--- src/rtl/hack_mem_pkg.sv ---
// Shared constants for the Hack data-RAM arbiter: bus widths, RAM depth, read-tag bit positions.
package hack_mem_pkg;
    localparam int AW        = 13;
    localparam int DW        = 16;
    localparam int RAM_DEPTH = 8192;

    // Bit positions inside the one-hot read tag.
    localparam int TAG_A = 0;
    localparam int TAG_B = 1;
endpackage

--- src/rtl/hack_mem_prio.sv ---
// Fixed-priority grant (A over B) with a bounded-wait override that forces B after STARVE_LIMIT losses.
// Latency: grant is combinational from req and wait_b; wait_b updates on the clock edge.
// Backpressure: a refused requester simply sees gnt=0 and holds its request.
module hack_mem_prio #(
    parameter int STARVE_LIMIT = 4
) (
    input  logic clk,
    input  logic rst_n,
    input  logic a_req,
    input  logic b_req,
    output logic a_gnt,
    output logic b_gnt
);
    localparam logic [3:0] LIMIT = 4'(STARVE_LIMIT);

    logic [3:0] wait_b;

    always_comb begin
        a_gnt = 1'b0;
        b_gnt = 1'b0;
        if (rst_n) begin
            if (b_req && (wait_b == LIMIT)) begin
                b_gnt = 1'b1;
            end else if (a_req) begin
                a_gnt = 1'b1;
            end else if (b_req) begin
                b_gnt = 1'b1;
            end
        end
    end

    // Counts consecutive losses of a still-requesting B; any gap in b_req restarts the count.
    always_ff @(posedge clk or negedge rst_n) begin
        if (!rst_n) begin
            wait_b <= 4'd0;
        end else if (!b_req || b_gnt) begin
            wait_b <= 4'd0;
        end else if (a_gnt && (wait_b < LIMIT)) begin
            wait_b <= wait_b + 4'd1;
        end
    end
endmodule

--- src/rtl/hack_mem_arbiter.sv ---
// Two-port arbiter in front of the single-port 8Kx16 data RAM, returning read data tagged per requester.
// Latency: grant same cycle; read data valid one cycle after the granted read.
// Backpressure: one transaction per cycle; the losing port waits with req held until its gnt.
module hack_mem_arbiter
    import hack_mem_pkg::*;
#(
    parameter int STARVE_LIMIT = 4
) (
    input  logic          clk,
    input  logic          rst_n,
    input  logic          a_req,
    input  logic          a_we,
    input  logic [AW-1:0] a_addr,
    input  logic [DW-1:0] a_wdata,
    output logic          a_gnt,
    output logic          a_rvalid,
    output logic [DW-1:0] a_rdata,
    input  logic          b_req,
    input  logic          b_we,
    input  logic [AW-1:0] b_addr,
    input  logic [DW-1:0] b_wdata,
    output logic          b_gnt,
    output logic          b_rvalid,
    output logic [DW-1:0] b_rdata,
    output logic          ram_load,
    output logic [AW-1:0] ram_address,
    output logic [DW-1:0] ram_data,
    input  logic [DW-1:0] ram_out
);
    logic [1:0] rd_tag;

    hack_mem_prio #(
        .STARVE_LIMIT(STARVE_LIMIT)
    ) u_prio (
        .clk   (clk),
        .rst_n (rst_n),
        .a_req (a_req),
        .b_req (b_req),
        .a_gnt (a_gnt),
        .b_gnt (b_gnt)
    );

    always_comb begin
        ram_load    = 1'b0;
        ram_address = '0;
        ram_data    = '0;
        if (a_gnt) begin
            ram_load    = a_we;
            ram_address = a_addr;
            ram_data    = a_wdata;
        end else if (b_gnt) begin
            ram_load    = b_we;
            ram_address = b_addr;
            ram_data    = b_wdata;
        end
    end

    // The tag lines up with the RAM's one-cycle registered read; it is live for exactly one cycle.
    always_ff @(posedge clk or negedge rst_n) begin
        if (!rst_n) begin
            rd_tag <= 2'b00;
        end else begin
            rd_tag        <= 2'b00;
            rd_tag[TAG_A] <= a_gnt & ~a_we;
            rd_tag[TAG_B] <= b_gnt & ~b_we;
        end
    end

    assign a_rvalid = rd_tag[TAG_A];
    assign b_rvalid = rd_tag[TAG_B];
    assign a_rdata  = ram_out;
    assign b_rdata  = ram_out;
endmodule

--- config.mk ---
export PLATFORM = sky130hd
export DESIGN_NAME = hack_mem_arbiter
export DESIGN_NICKNAME = d
export VERILOG_FILES = /design/src/rtl/hack_mem_pkg.sv /design/src/rtl/hack_mem_prio.sv /design/src/rtl/hack_mem_arbiter.sv
export SDC_FILE = /design/constraint.sdc
export NUM_CORES = 1
export LEC_CHECK = 0
export ABC_CLOCK_PERIOD_IN_PS = 2580
export CAP_MARGIN = 30
export CORE_ASPECT_RATIO = 0.7
export CORE_MARGIN = 8
export CORE_UTILIZATION = 24
export DETAILED_ROUTE_END_ITERATION = 10
export HOLD_SLACK_MARGIN = 0.05
export PLACE_DENSITY = 0.95
export SKIP_CTS_REPAIR_TIMING = 1
export SLEW_MARGIN = 40
export SYNTH_ARGS = -nofsm -noshare
export SYNTH_HDL_FRONTEND = slang
export SYNTH_SLANG_ARGS = --single-unit
export TNS_END_PERCENT = 10
--- constraint.sdc ---
create_clock -name clk -period 2.58 [get_ports clk]
set_input_delay 0.516 -clock clk [delete_from_list [all_inputs] [get_ports clk]]
set_output_delay 0.516 -clock clk [all_outputs]
set_load 0.1 [all_outputs]
**Word level (Yosys, flattened, before mapping)**

Cells that the tools add are included.

- Input port bits: 80
- Output and inout bits: 66
- Logic and storage cells: 29
- Bits in registers: 6

- $lt $le $gt $ge: 1
- Equal/unequal tests: 1
- Add/subtract/negate cells: 1
- Multiplexer cells: 15
- Reduce and logical (&&, ||, !) cells: 5
- Bitwise logic cells: 4

Operator list:

| kind | number |
|---|---|
| $mux W16 | 2 |
| $mux W13 | 2 |
| $mux W1 | 9 |
| $mux W4 | 2 |
| $add A4 B1 Y4 const B | 1 |
| $eq A4 B3 Y1 const B | 1 |
| $lt A4 B3 Y1 const B | 1 |
| $and A1 B1 Y1 | 2 |
| $logic_and A1 B1 Y1 | 2 |
| $not A1 Y1 | 2 |
| $reduce_bool A2 Y1 | 1 |
| $logic_not A1 Y1 | 1 |
| $logic_or A1 B1 Y1 | 1 |

**Logic depth before layout (Yosys ltp)**

- Word-level depth: 7
- Gate-level depth with buffers: 6
- Mapped depth without buffers: 5

**Modules after synthesis**

A second synthesis with hierarchy kept.

- Cell total of the unflattened synthesis: 100
- Area, all modules: 867.1 um^2

By module, submodules not included:

| module | cells each | times used | area each (um^2) |
|---|---|---|---|
| hack_mem_arbiter | 76 | 1 | 636.9 |
| hack_mem_prio | 24 | 1 | 230.2 |

**Worst setup path before layout**

No wires, ideal clock.

- Path type: register -> output
- Start point: register u_prio.wait_b[0]
- End point: output port ram_data[10]
- Data required time: 2064 ps
- Path buffers: 1
- Arrival: 2123 ps
- Path slack: -59 ps
- Stages on the path, launching flop included: 7
- Cell sequence: dfrtp_1 inv_1 ha_1 nand3b_1 a21oi_2 buf_4 a22o_1

- Cells in the longest elaborated chain, start to end: 6
- Elaborated cells between the ends (all ways): 8

RTL lines:

| what | RTL line | text |
|---|---|---|
| from (decl) | hack_mem_prio.sv:16 | `logic [3:0] wait_b;` |
| from (signal assigned) | hack_mem_prio.sv:39 | `wait_b <= wait_b + 4'd1;` |
| $eq A4 B3 Y1 | hack_mem_prio.sv:22 | `if (b_req && (wait_b == LIMIT)) begin` |
| $logic_and A1 B1 Y1 | hack_mem_prio.sv:22 |  |
| $mux W1 | hack_mem_prio.sv:22 |  |
| $mux W1 | hack_mem_prio.sv:21 | `if (rst_n) begin` |
| via b_gnt | hack_mem_arbiter.sv:22 | `output logic b_gnt,` |
| $mux W16 | hack_mem_arbiter.sv:51 | `end else if (b_gnt) begin` |
| $mux W16 | hack_mem_arbiter.sv:47 | `if (a_gnt) begin` |
| to (decl) | hack_mem_arbiter.sv:27 | `output logic [DW-1:0] ram_data,` |

The timed path passes the listed nets, and every way through them passes these cells.

**Final worst setup path**

- Start point: input port rst_n
- End point: output port ram_address[7]

- Cells in the longest elaborated chain, start to end: 3
- Elaborated cells between the ends (all ways): 4

RTL lines:

| what | RTL line | text |
|---|---|---|
| from (decl) | hack_mem_arbiter.sv:10 | `input logic rst_n,` |
| $mux W1 | hack_mem_prio.sv:21 |  |
| $mux W13 | hack_mem_arbiter.sv:51 |  |
| $mux W13 * | hack_mem_arbiter.sv:47 |  |
| to (decl) | hack_mem_arbiter.sv:26 | `output logic [AW-1:0] ram_address,` |

Every way passes the cells marked *; elsewhere a longest branch is shown, timed or not.

==> impl_summary.md <==
Clocking
CTS placed an instance of sky130_fd_sc_hd__clkbuf_8 at the clock tree root. TritonCTS built the clock tree. The clock passes through at most 2 buffers. The clock-pin slew of the registers on the worst-case setup and hold paths is 0.03 ns. In this run the number of H-tree levels came out at 1.

The clock insertion delay at the later pin of the skew report is 0.22 ns. In this run, CTS created clock tree buffers numbering 3. Counting every sink on the clock net gives 6.

Timing
The clock skew after layout is 0.003863 ns. The minimum clock period is 2.505 ns. Setup repair after global routing left no endpoint under its margin. Of the available clock period, the critical path in the final layout requires 0.9710. The final count of hold timing violations is 0.

Timing would allow up to 0.3992 GHz. For the pin with the worst max-slew slack, the measured transition is 0.2847 ns. The final setup violation count is 0. In this run the tightest slew margin relative to its limit is 0.8118. The total count of max-transition violations in the final report is 0.

The total negative setup slack is 0 ns.

Logic synthesis
Counting flops with an async set or reset pin after synthesis yields a share of 1.000. The net count after synthesis is 180. The synthesized design contains 0 enable-type register cells. By area the synthesized netlist is led by sky130_fd_sc_hd__buf_4 (29%), sky130_fd_sc_hd__a22o_1 (28%), sky130_fd_sc_hd__dfrtp_1 (17%). The gate count of the mapped netlist is 98.

After synthesis, the netlist uses 22 different library cells. The cell taking the most area after synthesis is sky130_fd_sc_hd__buf_4. For this run, the register share of the synthesized area comes to 0.1669. Yosys printed 0 warnings.

Counting flops and latches in the post-synthesis netlist gives 6. Among all flip-flop cells after synthesis, the most frequent one is sky130_fd_sc_hd__dfrtp_1. Of the post-synthesis cell area, the dominant cell type holds 0.2921.

The mapped netlist covers 899.6 um2. The per-instance average area after synthesis is 9.180 um2.

Finish
Registers take 150.1 um2. The final layout contains 250 nets. The area growth from synthesis to layout is 128.0%. Of the cells placed in the final design, the portion with a size suffix greater than 1 is 0.2892. In the final layout, the multi-input gates occupy 442.9 um2.

The number of antenna diodes in the final layout is 0. The final-layout fill cell count is 297.

Hold path
The class of the tightest hold or removal check is flop to flop. The startpoint of the lowest-slack hold path is u_prio.wait_b[1].

Die
The width of the die is 89.18 um. Measured along the y axis, the die boundary spans 67.23 um. The region available for standard cell placement spans 3558 um2.

For this configuration, the core starts out at a cell density of 0.2528. 146 I/O pins were placed. The floorplan has 18 rows. The floorplan die area is 5995 um2.

Route
Summed over all layers, the routed wires come to 3.880 mm. The count of TritonRoute iterations in the first routing pass is 4. Using the TritonRoute via totals, the vias-per-cell ratio works out to 4.528.

Dividing the detail-routed wire length by the instance count gives 17.96 um. The detailed router's first-iteration violation count is 21. The total number of vias is 978. The post-route antenna net violation count is 0. The number of DRC violations after detailed routing is 0.

Worst setup path
Data on the critical path arrives at its endpoint at 1.99 ns. The largest fanout on the critical path is 19. The startpoint type of the worst setup path is a primary input. The required time of the critical path is 2.06 ns. The launching element of the worst setup path is rst_n. The critical path class is primary input to output pin. STA classifies the critical path endpoint as an output pin. The critical register-to-register path startpoint is u_prio.wait_b[0].

Place
The congestion estimate from routability-driven global placement came to 0.7279. After legalization and detailed placement, the total HPWL measured 3.447 mm. The count of buffers added on input and output ports is 97.

Global route
The aggregate global-route resource usage is 0.1197. The initial antenna violation count was 0. The maximum number of pins on one net before global-route repair is 20. The total overflow reported by the global router is 0.

The first global-routing pass estimated 5.582 mm of wire. The number of global-route vias before repair came to 1040.

Power and ir drop
The peak ir drop on the vdd network is 0.3596 mV. The power density over the cells is 378.1 nW/um2. The design draws 0.7754 mW. For this design the static power due to leakage is 0.8456 nW.

Outcome
The run finished with clean final reports.

Flow run
The number of max-cap violations is 0.
[synth_stat cells (2+ instances only)]
cell type,n
sky130_fd_sc_hd__inv_1,3
sky130_fd_sc_hd__and2b_1,2
sky130_fd_sc_hd__nor2_1,4
sky130_fd_sc_hd__dfrtp_1,6
sky130_fd_sc_hd__ha_1,2
sky130_fd_sc_hd__buf_6,3
sky130_fd_sc_hd__a22o_1,29
sky130_fd_sc_hd__buf_4,35
[layout make-up]
cell class / instances / area share
Clock buffer: 3 / 0.02013
Multi-Input combinational cell: 51 / 0.2160
Inverter: 3 / 0.005491
Tap cell: 50 / 0.03051
Timing Repair Buffer: 103 / 0.6547
Sequential cell: 6 / 0.07322
[worst max-delay path, cell delays in order]
cell and delay (ns):
sky130_fd_sc_hd__clkdlybuf4s50_1 0.51, sky130_fd_sc_hd__nand2_2 0.08, sky130_fd_sc_hd__a41oi_4 0.23, sky130_fd_sc_hd__buf_6 0.22
sky130_fd_sc_hd__a22o_1 0.23, sky130_fd_sc_hd__buf_12 0.19
[power by group]
group | total (mW) | switching (mW) | leakage [nW] | internal [mW]
registers | 0.0983 | 0.00142 | 0.0825 | 0.0969
clock network | 0.140 | 0.0395 | 0.0216 | 0.100
logic | 0.537 | 0.306 | 0.741 | 0.231
[logic make-up after synthesis]
kind of cell / synth area share
AO/OA/AOI/OAI: 0.3324
multiplexers: 0.02364
AND/OR/NAND/NOR: 0.09735
buffers and inverters: 0.3421
adder cells (fa/ha/maj): 0.02781
XOR/XNOR: 0.009738
flip-flops: 0.1669
[state kept, by name, summed over array words and instances (netlist names)]
signal,count
rd_tag,2
u_prio.wait_b,4
[layer usage]
| metal | vias to the layer above | share of wire | track usage |
|---|---|---|---|
| met1 | 446 | 0.38 | 0.1359 |
| met4 | 0 | 0.0041 | 0.02680 |
| met3 | 2 | 0.13 | 0.05576 |
| met5 | - | 0 | 0 |
| li1 | 465 | - | - |
| met2 | 65 | 0.49 | 0.2017 |
[worst paths after layout]
kind                                    end  slack [ns]  cells past startpoint
max                          ram_address[7]        0.07                      6
min                        u_prio.wait_b[1]        0.55                      2
max reg2reg                       rd_tag[1]        1.14                      6
min reg2reg                u_prio.wait_b[1]        0.55                      2
max in group asynchronous         rd_tag[1]        1.79                      2
min in group asynchronous  u_prio.wait_b[3]        0.66                      2
[metrics by stage]
stage,cells,hold WS (ns),instance area (um2),setup slack [ns],util
floorplan,98,0.2204,900.9,-0.05950,-
global placement,213,0.5314,1998,0.09766,0.5615
detailed placement,213,0.5620,1998,0.02322,0.5615
CTS,216,0.5694,2039,0.01734,0.5731
global route,216,0.5823,2051,0.006304,0.5763
finish,216,0.5525,2051,0.07478,0.5763
[cells in the final DEF (no fill, tap or decap)]
| cell type | Yosys | final |
|---|---|---|
| sky130_fd_sc_hd__nand3_1 | 1 | 1 |
| sky130_fd_sc_hd__buf_6 | 3 | 3 |
| sky130_fd_sc_hd__a22o_1 | 29 | 28 |
| sky130_fd_sc_hd__a22o_2 | 0 | 1 |
| sky130_fd_sc_hd__nand2_2 | 1 | 1 |
| sky130_fd_sc_hd__a41oi_4 | 1 | 1 |
| sky130_fd_sc_hd__ha_1 | 2 | 2 |
| sky130_fd_sc_hd__mux2_1 | 1 | 1 |
| sky130_fd_sc_hd__a41oi_1 | 1 | 1 |
| sky130_fd_sc_hd__buf_12 | 0 | 32 |
| sky130_fd_sc_hd__and2b_1 | 2 | 2 |
| sky130_fd_sc_hd__a21oi_2 | 1 | 1 |
| sky130_fd_sc_hd__mux2i_1 | 1 | 1 |
| sky130_fd_sc_hd__nand4b_1 | 1 | 1 |
| sky130_fd_sc_hd__buf_4 | 35 | 5 |
| sky130_fd_sc_hd__clkdlybuf4s50_1 | 0 | 63 |
| sky130_fd_sc_hd__nand2_1 | 1 | 1 |
| sky130_fd_sc_hd__nor2_1 | 4 | 4 |
| sky130_fd_sc_hd__and4bb_2 | 1 | 1 |
| sky130_fd_sc_hd__clkbuf_8 | 0 | 3 |
| sky130_fd_sc_hd__dfrtp_1 | 6 | 6 |
| sky130_fd_sc_hd__inv_1 | 3 | 3 |
| sky130_fd_sc_hd__nand3b_1 | 1 | 1 |
| sky130_fd_sc_hd__or2b_1 | 1 | 1 |
| sky130_fd_sc_hd__xnor2_1 | 1 | 1 |
| sky130_fd_sc_hd__and3_1 | 1 | 1 |
No activity file was read; power rests on OpenSTA's default activity.
